[config.mk]
export PLATFORM = sky130hd
export DESIGN_NAME = initial_orders_loader
export DESIGN_NICKNAME = d
export VERILOG_FILES = /design/src/rtl/initial_orders_loader.sv
export SDC_FILE = /design/constraint.sdc
export NUM_CORES = 1
export LEC_CHECK = 0
export CAP_MARGIN = 30
export CORE_ASPECT_RATIO = 0.75
export CORE_MARGIN = 2
export CORE_UTILIZATION = 35
export DETAILED_ROUTE_END_ITERATION = 12
export PLACE_DENSITY_LB_ADDON = 0.12
export SLEW_MARGIN = 0
export SYNTH_ARGS = -nofsm -noshare
export SYNTH_HDL_FRONTEND = slang
export SYNTH_SLANG_ARGS = --single-unit
[constraint.sdc]
create_clock -name clock -period 6.3 [get_ports clock]
set_input_delay 1.26 -clock clock [delete_from_list [all_inputs] [get_ports clock]]
set_output_delay 1.26 -clock clock [all_outputs]
set_load 0.02 [all_outputs]
[src/rtl/initial_orders_loader.sv]
// Start-up loader: streams a little-endian byte image into consecutive 16-bit
// memory words through the memwrt/membusy handshake, then flags done.
module initial_orders_loader #(
  parameter int unsigned LOAD_WORDS = 512,
  parameter logic [9:0]  START_ADDR = 10'd0
) (
  input  logic        clock,
  input  logic        reset,
  input  logic        start,
  input  logic [7:0]  byte_data,
  input  logic        byte_valid,
  output logic        byte_ready,
  output logic [9:0]  Memadr,
  output logic [15:0] memdata_w,
  output logic        memwrt,
  output logic        memrd,
  input  logic        membusy,
  output logic        busy,
  output logic        done,
  output logic [15:0] checksum
);

  typedef enum logic [2:0] {
    L_IDLE,
    L_LO,
    L_HI,
    L_REQ,
    L_WAIT,
    L_DONE
  } state_e;

  localparam logic [10:0] LAST_COUNT = 11'(LOAD_WORDS);

  state_e      state_q, state_d;
  logic [9:0]  count_q, count_d;
  logic [9:0]  addr_q, addr_d;
  logic [15:0] data_q, data_d;
  logic [15:0] sum_q, sum_d;
  logic        done_q, done_d;
  logic        pend_q, pend_d;
  logic        go;

  always_ff @(posedge clock) begin
    if (reset) begin
      state_q <= L_IDLE;
      count_q <= '0;
      addr_q  <= START_ADDR;
      data_q  <= '0;
      sum_q   <= '0;
      done_q  <= 1'b0;
      pend_q  <= 1'b0;
    end else begin
      state_q <= state_d;
      count_q <= count_d;
      addr_q  <= addr_d;
      data_q  <= data_d;
      sum_q   <= sum_d;
      done_q  <= done_d;
      pend_q  <= pend_d;
    end
  end

  always_comb begin
    state_d = state_q;
    count_d = count_q;
    addr_d  = addr_q;
    data_d  = data_q;
    sum_d   = sum_q;
    done_d  = done_q;
    pend_d  = pend_q;
    // A start seen while the memory is still busy is remembered until it frees up
    go      = start | pend_q;

    unique case (state_q)
      L_IDLE: begin
        if (go) begin
          if (!membusy) begin
            state_d = L_LO;
            count_d = '0;
            sum_d   = '0;
            done_d  = 1'b0;
            addr_d  = START_ADDR;
            pend_d  = 1'b0;
          end else begin
            pend_d  = 1'b1;
          end
        end
      end
      L_LO: begin
        if (byte_valid) begin
          data_d[7:0] = byte_data;
          state_d     = L_HI;
        end
      end
      L_HI: begin
        if (byte_valid) begin
          data_d[15:8] = byte_data;
          state_d      = L_REQ;
        end
      end
      L_REQ: begin
        if (membusy) begin
          sum_d   = sum_q + data_q;
          state_d = L_WAIT;
        end
      end
      L_WAIT: begin
        if (!membusy) begin
          if (({1'b0, count_q} + 11'd1) == LAST_COUNT) begin
            state_d = L_DONE;
            done_d  = 1'b1;
          end else begin
            count_d = count_q + 10'd1;
            addr_d  = addr_q + 10'd1;
            state_d = L_LO;
          end
        end
      end
      L_DONE: begin
        state_d = L_IDLE;
      end
      default: begin
        state_d = L_IDLE;
      end
    endcase
  end

  assign byte_ready = (state_q == L_LO) || (state_q == L_HI);
  assign memwrt     = (state_q == L_REQ);
  assign memrd      = 1'b0;
  assign busy       = (state_q == L_LO) || (state_q == L_HI) ||
                      (state_q == L_REQ) || (state_q == L_WAIT);
  assign done       = done_q;
  assign Memadr     = addr_q;
  assign memdata_w  = data_q;
  assign checksum   = sum_q;

endmodule

==> impl_metrics.tcl, run 1 <==
set metrics [dict create \
    hpwl_mm 6.34 \
    timing.fmax_mhz 307 \
    arrival_ns 2.00 \
    dr_total_vias 2964 \
    port_buffers 58 \
    ant_nets 0 \
    relSlewSlack_pct 32.2 \
    grt_pass1_wl_mm 13.9 \
    ys_warn_count 0 \
    hold_slack_ns 0.480 \
    yosysSeqAreaShare_pct 35.7 \
    critPathLaunch "state_q[2]$_SDFFE_PP0P_" \
    path_class "flop to output port" \
    rsz0062_at_grt "no" \
    cts_buffers 9 \
    hold_viol 0 \
    synth_edf_count 0 \
    drt_first_pass_iters 4 \
    cts_tree "built" \
    syn_inst 383 \
    wl_mm 8.74 \
    finalSetupTns_ns 0 \
    nNetsFinal 465 \
    viasPerCell 5.39 \
    syn_area_sq_um 3200 \
    critical_path_required_ns 5.04 \
    finalCritPeriodShare_pct 51.7 \
    syn_to_final_growth_pct 28.3 \
    endpoint "memwrt" \
    period_minus_slack_ns 3.26 \
    antennaDiodeCount 0 \
    cts_root_buf "clkbuf_16" \
    rrSetupSlack_ns 3.81 \
    die_width_microns 114 \
    grt_overflow 0 \
    path_max_fanout 19 \
    worstMarginPinSlew_ns 1.01 \
    synth_area_leaders "dfxtp_1 (36%), ha_1 (6.6%), a21oi_1 (6.1%)" \
    synthArstFlopShare_pct 0 \
    vdd_drop_max_v 0.000132 \
    p_leak_nw 1.52 \
    rows 30 \
    r2r-end "count_q[7]$_SDFFE_PP0P_" \
    antenna_found_initial 0 \
    drc 0 \
    reg2reg_depth 8 \
    drt_iter0_drc 238 \
    slew_violations 0 \
    io_pins 60 \
    initial_core_util_pct 35.7 \
    maxCapViolations 0 \
    setup_viol 0 \
    grt_max_degree 28 \
    synthesis.nets 414 \
    ys_types 59 \
    placeableCoreArea_sq_um 8970 \
    end_kind "output port" \
    skew_ns 0.0104 \
    synth_flop_cell "dfxtp_1" \
    cts_resized 0 \
    wl_per_cell_microns 15.9 \
    fin_util_pct 45.8 \
    h-tree-depth 3 \
    cellPowerDensity_nw_per_um2 216 \
    post-cts-setup-buffers 0 \
    hold_buffers 0 \
    cp-start-kind "flop" \
    cts.sinks 57 \
    die_area_sq_um 9930 \
    clk_path_buf_depth 2 \
    synth_top_area_share_pct 35.7 \
    layout-drive-gt1-share_pct 5.94 \
    grt_usage_pct 17.9 \
    grt_pass1_vias 2642 \
    r2r-start "count_q[0]$_SDFFE_PP0P_" \
    avgSynthCellArea_sq_um 8.36 \
    clock_latency_ns 0.33 \
    status "complete, no violations" \
    clk_pin_slew_ns 0.05 \
    synth_top_area_cell "dfxtp_1" \
    hold_path_class "flop to flop" \
    die_y_microns 86.8 \
    gp_congestion 0.861 \
    synth-seq-cells 57 \
]
cell families (layout without fill, tap and decap cells):
group / Yosys count / after routing / share of synthesized area (%)
other cells: 1 / 1 / 0.117
simple gates: 137 / 137 / 20.4
flops: 57 / 57 / 35.7
mux: 14 / 14 / 4.57
buf+inv: 24 / 79 / 3.28
xor+xnor: 16 / 16 / 4.38
compound gates: 116 / 116 / 24.3
fa+ha+maj: 18 / 18 / 7.27
area by class of cell:
cell class / count / area, sq um
Clock buffer: 12 / 246
Clock inverter: 3 / 17.5
Fill cell: 891 / 4860
Inverter: 4 / 15.0
Multi-Input combinational cell: 302 / 1950
Sequential cell: 57 / 1140
Tap cell: 112 / 140
Timing Repair Buffer: 60 / 593
report_power, final:
| group | switching, mW | internal [mW] |
|---|---|---|
| Sequential | 0.00799 | 0.366 |
| Clock | 0.163 | 0.273 |
| Combinational | 0.0456 | 0.0334 |
sequential cells by signal (all words and copies together) (netlist names):
| name | cells |
|---|---|
| pend_q | 1 |
| done | 1 |
| checksum | 16 |
| Memadr | 10 |
| count_q | 10 |
| memdata_w | 16 |
| state_q | 3 |
worst max-delay path, cell delays in order (launching register included):
cell and delay (ns):
dfxtp_1 0.76, nor2b_1 0.17, and2_1 0.22, clkdlybuf4s50_1 0.53
through the flow:
| stage | area, sq um | total power, mW | instances | setup slack [ns] |
|---|---|---|---|---|
| finish | 4110 | 0.889 | 550 | 3.04 |
| global route | 4110 | 0.923 | 550 | 2.76 |
| CTS | 4110 | 0.899 | 550 | 3.02 |
| detailed placement | 3840 | 0.460 | 535 | 2.74 |
| global placement | 3840 | 0.460 | 534 | 2.77 |
| floorplan | 3200 | 0.428 | 383 | 3.68 |
cells in the mapped netlist, types with 2 or more instances:
cell,count
or3_1,6
nor2_1,38
o21ai_0,10
o21a_1,6
a21o_1,5
a21oi_1,39
a31oi_1,14
a22o_1,7
o21ai_1,2
nand3_1,11
o21bai_1,2
and3_1,7
buf_1,3
nand2_1,43
nand3b_1,2
clkbuf_1,12
buf_2,3
a311oi_1,5
nor3_1,7
inv_1,4
and2_1,6
nor4_1,2
nand2b_1,3
nor2b_1,3
nand4_1,3
ha_1,17
xor2_1,4
a211oi_1,3
mux2i_1,12
dfxtp_1,57
a41oi_1,3
xnor2_1,12
a22oi_1,6
metal layers:
layer | up-vias | track usage, % | share of wire (%)
li1 | 1505 | - | -
met1 | 1369 | 27.1 | 53
met2 | 82 | 24.7 | 40
met3 | 8 | 4.83 | 5.9
met4 | 0 | 4.99 | 0.90
met5 | - | 0 | 0
layout by cell type (no fill, tap or decap), types with 2 or more instances in the layout:
cell              n
nand3_1          11
and3_1            7
ha_1             17
dfxtp_1          57
mux2i_1          12
nand2_1          43
a41oi_1           3
o21a_1            6
nand3b_1          2
or3_1             6
nor4_1            2
inv_1             4
nor3_1            7
nor2_1           38
clkbuf_1          2
clkbuf_16         9
a211oi_1          3
o21ai_1           2
a31oi_1          14
nor2b_1           3
nand4_1           3
clkinv_2          2
xor2_1            4
o21ai_0          10
and2_1            6
nand2b_1          3
clkdlybuf4s50_1  58
xnor2_1          12
a21oi_1          39
a22oi_1           6
o21bai_1          2
a21o_1            5
a22o_1            7
a311oi_1          5
how the worst min path moves through the flow:
stage                                          from                        end  cells past startpoint
after floorplan             count_q[7]$_SDFFE_PP0P_    count_q[7]$_SDFFE_PP0P_                      1
after global placement    memdata_w[7]$_SDFFE_PP0P_  memdata_w[7]$_SDFFE_PP0P_                      2
after detailed placement  memdata_w[7]$_SDFFE_PP0P_  memdata_w[7]$_SDFFE_PP0P_                      2
after CTS                 memdata_w[7]$_SDFFE_PP0P_  memdata_w[7]$_SDFFE_PP0P_                      2
after global routing      memdata_w[2]$_SDFFE_PP0P_  memdata_w[2]$_SDFFE_PP0P_                      2
final                     memdata_w[4]$_SDFFE_PP0P_  memdata_w[4]$_SDFFE_PP0P_                      2
Note: power is estimated with default switching activity, not from simulation.
==> inputs of run 2 (changes only) <==
==> constraint.sdc (replaced) <==
create_clock -name clock -period 3.1 [get_ports clock]
set_input_delay 0.62 -clock clock [delete_from_list [all_inputs] [get_ports clock]]
set_output_delay 0.62 -clock clock [all_outputs]
set_load 0.02 [all_outputs]
==> impl_metrics.tcl, run 2 (synthesis results as in run 1) <==
set metrics [dict create \
    status "complete, no violations" \
    hold_buffers 0 \
    finalCritPeriodShare_pct 84.6 \
    hold_path_class "flop to flop" \
    maxCapViolations 0 \
    cts_tree "built" \
    drt_first_pass_iters 4 \
    slew_violations 0 \
    post-cts-setup-buffers 0 \
    finalPower_mw 2.02 \
    switching_power_uw 456 \
    worstMarginPinSlew_ns 0.848 \
    skew_ns 0.00403 \
    dr_total_vias 2981 \
    gp_congestion 0.899 \
    drc 0 \
    hpwl_mm 6.51 \
    cts_resized 0 \
    slowest_delay_ns 0.61 \
    clock_latency_ns 0.32 \
    initial_core_util_pct 35.7 \
    syn_to_final_growth_pct 31.9 \
    port_buffers 58 \
    hold_viol 0 \
    multi_input_area_sq_um 1950 \
    drt_iter0_drc 203 \
    p_sw_share_pct 22.6 \
    critical_path_required_ns 2.48 \
    clk_pin_slew_ns 0.05 \
    cts_root_buf "clkbuf_16" \
    p_leak_nw 1.59 \
    period_minus_slack_ns 2.62 \
    r2r-end "Memadr[8]$_SDFFE_PP0P_" \
    layout-drive-gt1-share_pct 7.87 \
    grt_pass1_vias 2813 \
    setup_viol 0 \
    finalSetupTns_ns 0 \
    grt_pass1_wl_mm 14.7 \
    arrival_ns 2.00 \
    nNetsFinal 471 \
    reg2reg_depth 8 \
    end_kind "output port" \
    antennaDiodeCount 0 \
    critPathLaunch "state_q[0]$_SDFFE_PP0P_" \
    rows 30 \
    grt_usage_pct 18.7 \
    h-tree-depth 3 \
    wl_mm 8.90 \
    final_common_cell "clkdlybuf4s50_1" \
    grt_overflow 0 \
    path_max_fanout 13 \
    vdd_drop_max_v 0.000286 \
    viasPerCell 5.35 \
    clk_path_buf_depth 2 \
    layout_common_cells "clkdlybuf4s50_1 (58), dfxtp_1 (57), nand2_1 (43), a21oi_1 (39), nor2_1 (38)" \
    cts_buffers 9 \
    die_width_microns 114 \
    rrSetupSlack_ns 0.58 \
    crit_chain "nor2b_1, and2_1, clkdlybuf4s50_1" \
    cellPowerDensity_nw_per_um2 478 \
    r2r-start "count_q[0]$_SDFFE_PP0P_" \
    ant_nets 0 \
    rsz0062_at_grt "no" \
    slowest_stage "clkdlybuf4s50_1" \
    grt_max_degree 22 \
    p_seq_share_pct 37.7 \
    placeableCoreArea_sq_um 8970 \
    cp-start-kind "flop" \
    io_pins 60 \
    endpoint "memwrt" \
    die_y_microns 86.8 \
    internal_power_mw 1.56 \
    combPwrFrac_pct 8.4 \
    path_class "flop to output port" \
    wl_per_cell_microns 16.0 \
    cts.sinks 57 \
    die_area_sq_um 9930 \
    antenna_found_initial 0 \
    timing.fmax_mhz 381 \
    fillerInstances 859 \
    relSlewSlack_pct 43.4 \
    p_clk_share_pct 54.0 \
    regArea_sq_um 1140 \
]
==> run 2: power groups by stage <==
stage	Combinational [mW]	Clock [mW]	Sequential (mW)
2_1_floorplan	0.0955	0	0.775
6_report	0.169	1.09	0.760
4_1_cts	0.169	1.11	0.759
3_5_place_dp	0.169	0	0.775
3_3_place_gp	0.168	0	0.774
5_1_grt	0.184	1.15	0.761
==> run 2: worst min-delay path by stage <==
stage	from	endpoint	slack, ns	cells after the start
2_1_floorplan	count_q[7]$_SDFFE_PP0P_	count_q[7]$_SDFFE_PP0P_	0.47	1
4_1_cts	memdata_w[3]$_SDFFE_PP0P_	memdata_w[3]$_SDFFE_PP0P_	0.48	2
3_3_place_gp	memdata_w[7]$_SDFFE_PP0P_	memdata_w[7]$_SDFFE_PP0P_	0.47	2
5_1_grt	memdata_w[5]$_SDFFE_PP0P_	memdata_w[5]$_SDFFE_PP0P_	0.50	2
3_5_place_dp	memdata_w[7]$_SDFFE_PP0P_	memdata_w[7]$_SDFFE_PP0P_	0.47	2
6_report	memdata_w[3]$_SDFFE_PP0P_	memdata_w[3]$_SDFFE_PP0P_	0.48	2
==> run 2: per-layer routing <==
layer  global-route usage, %  wire, microns  vias up
li1                        -              -     1518
met1                    28.8           4810     1370
met2                    25.0           3530       89
met3                    5.17            503        4
met4                    5.43             53        0
met5                       0              0        -
==> run 2: stage by stage <==
stage	instance area (sq um)	util, %	std cells	hold slack [ns]	worst slack [ns]
6_report	4220	47.1	557	0.477	0.477
5_1_grt	4220	47.1	557	0.498	0.349
4_1_cts	4220	47.1	557	0.481	0.466
3_5_place_dp	3890	43.4	541	0.474	0.499
3_3_place_gp	3890	43.4	541	0.469	0.457
2_1_floorplan	3200	-	383	0.467	0.883
==> run 2: area by class of cell <==
cell class | count | area share (%)
repair buffers | 66 | 15.2
clock buffers | 11 | 5.99
clock inverters | 5 | 1.84
well taps | 112 | 3.32
multi-input cells | 302 | 46.3
inverters | 4 | 0.356
flip-flops and latches | 57 | 27.0
==> run 2: critical path, delay by kind of cell (launching register included) <==
kind          cells  cell delay [ns]
simple gates      2             0.48
flops             1             0.60
buf+inv           1             0.61
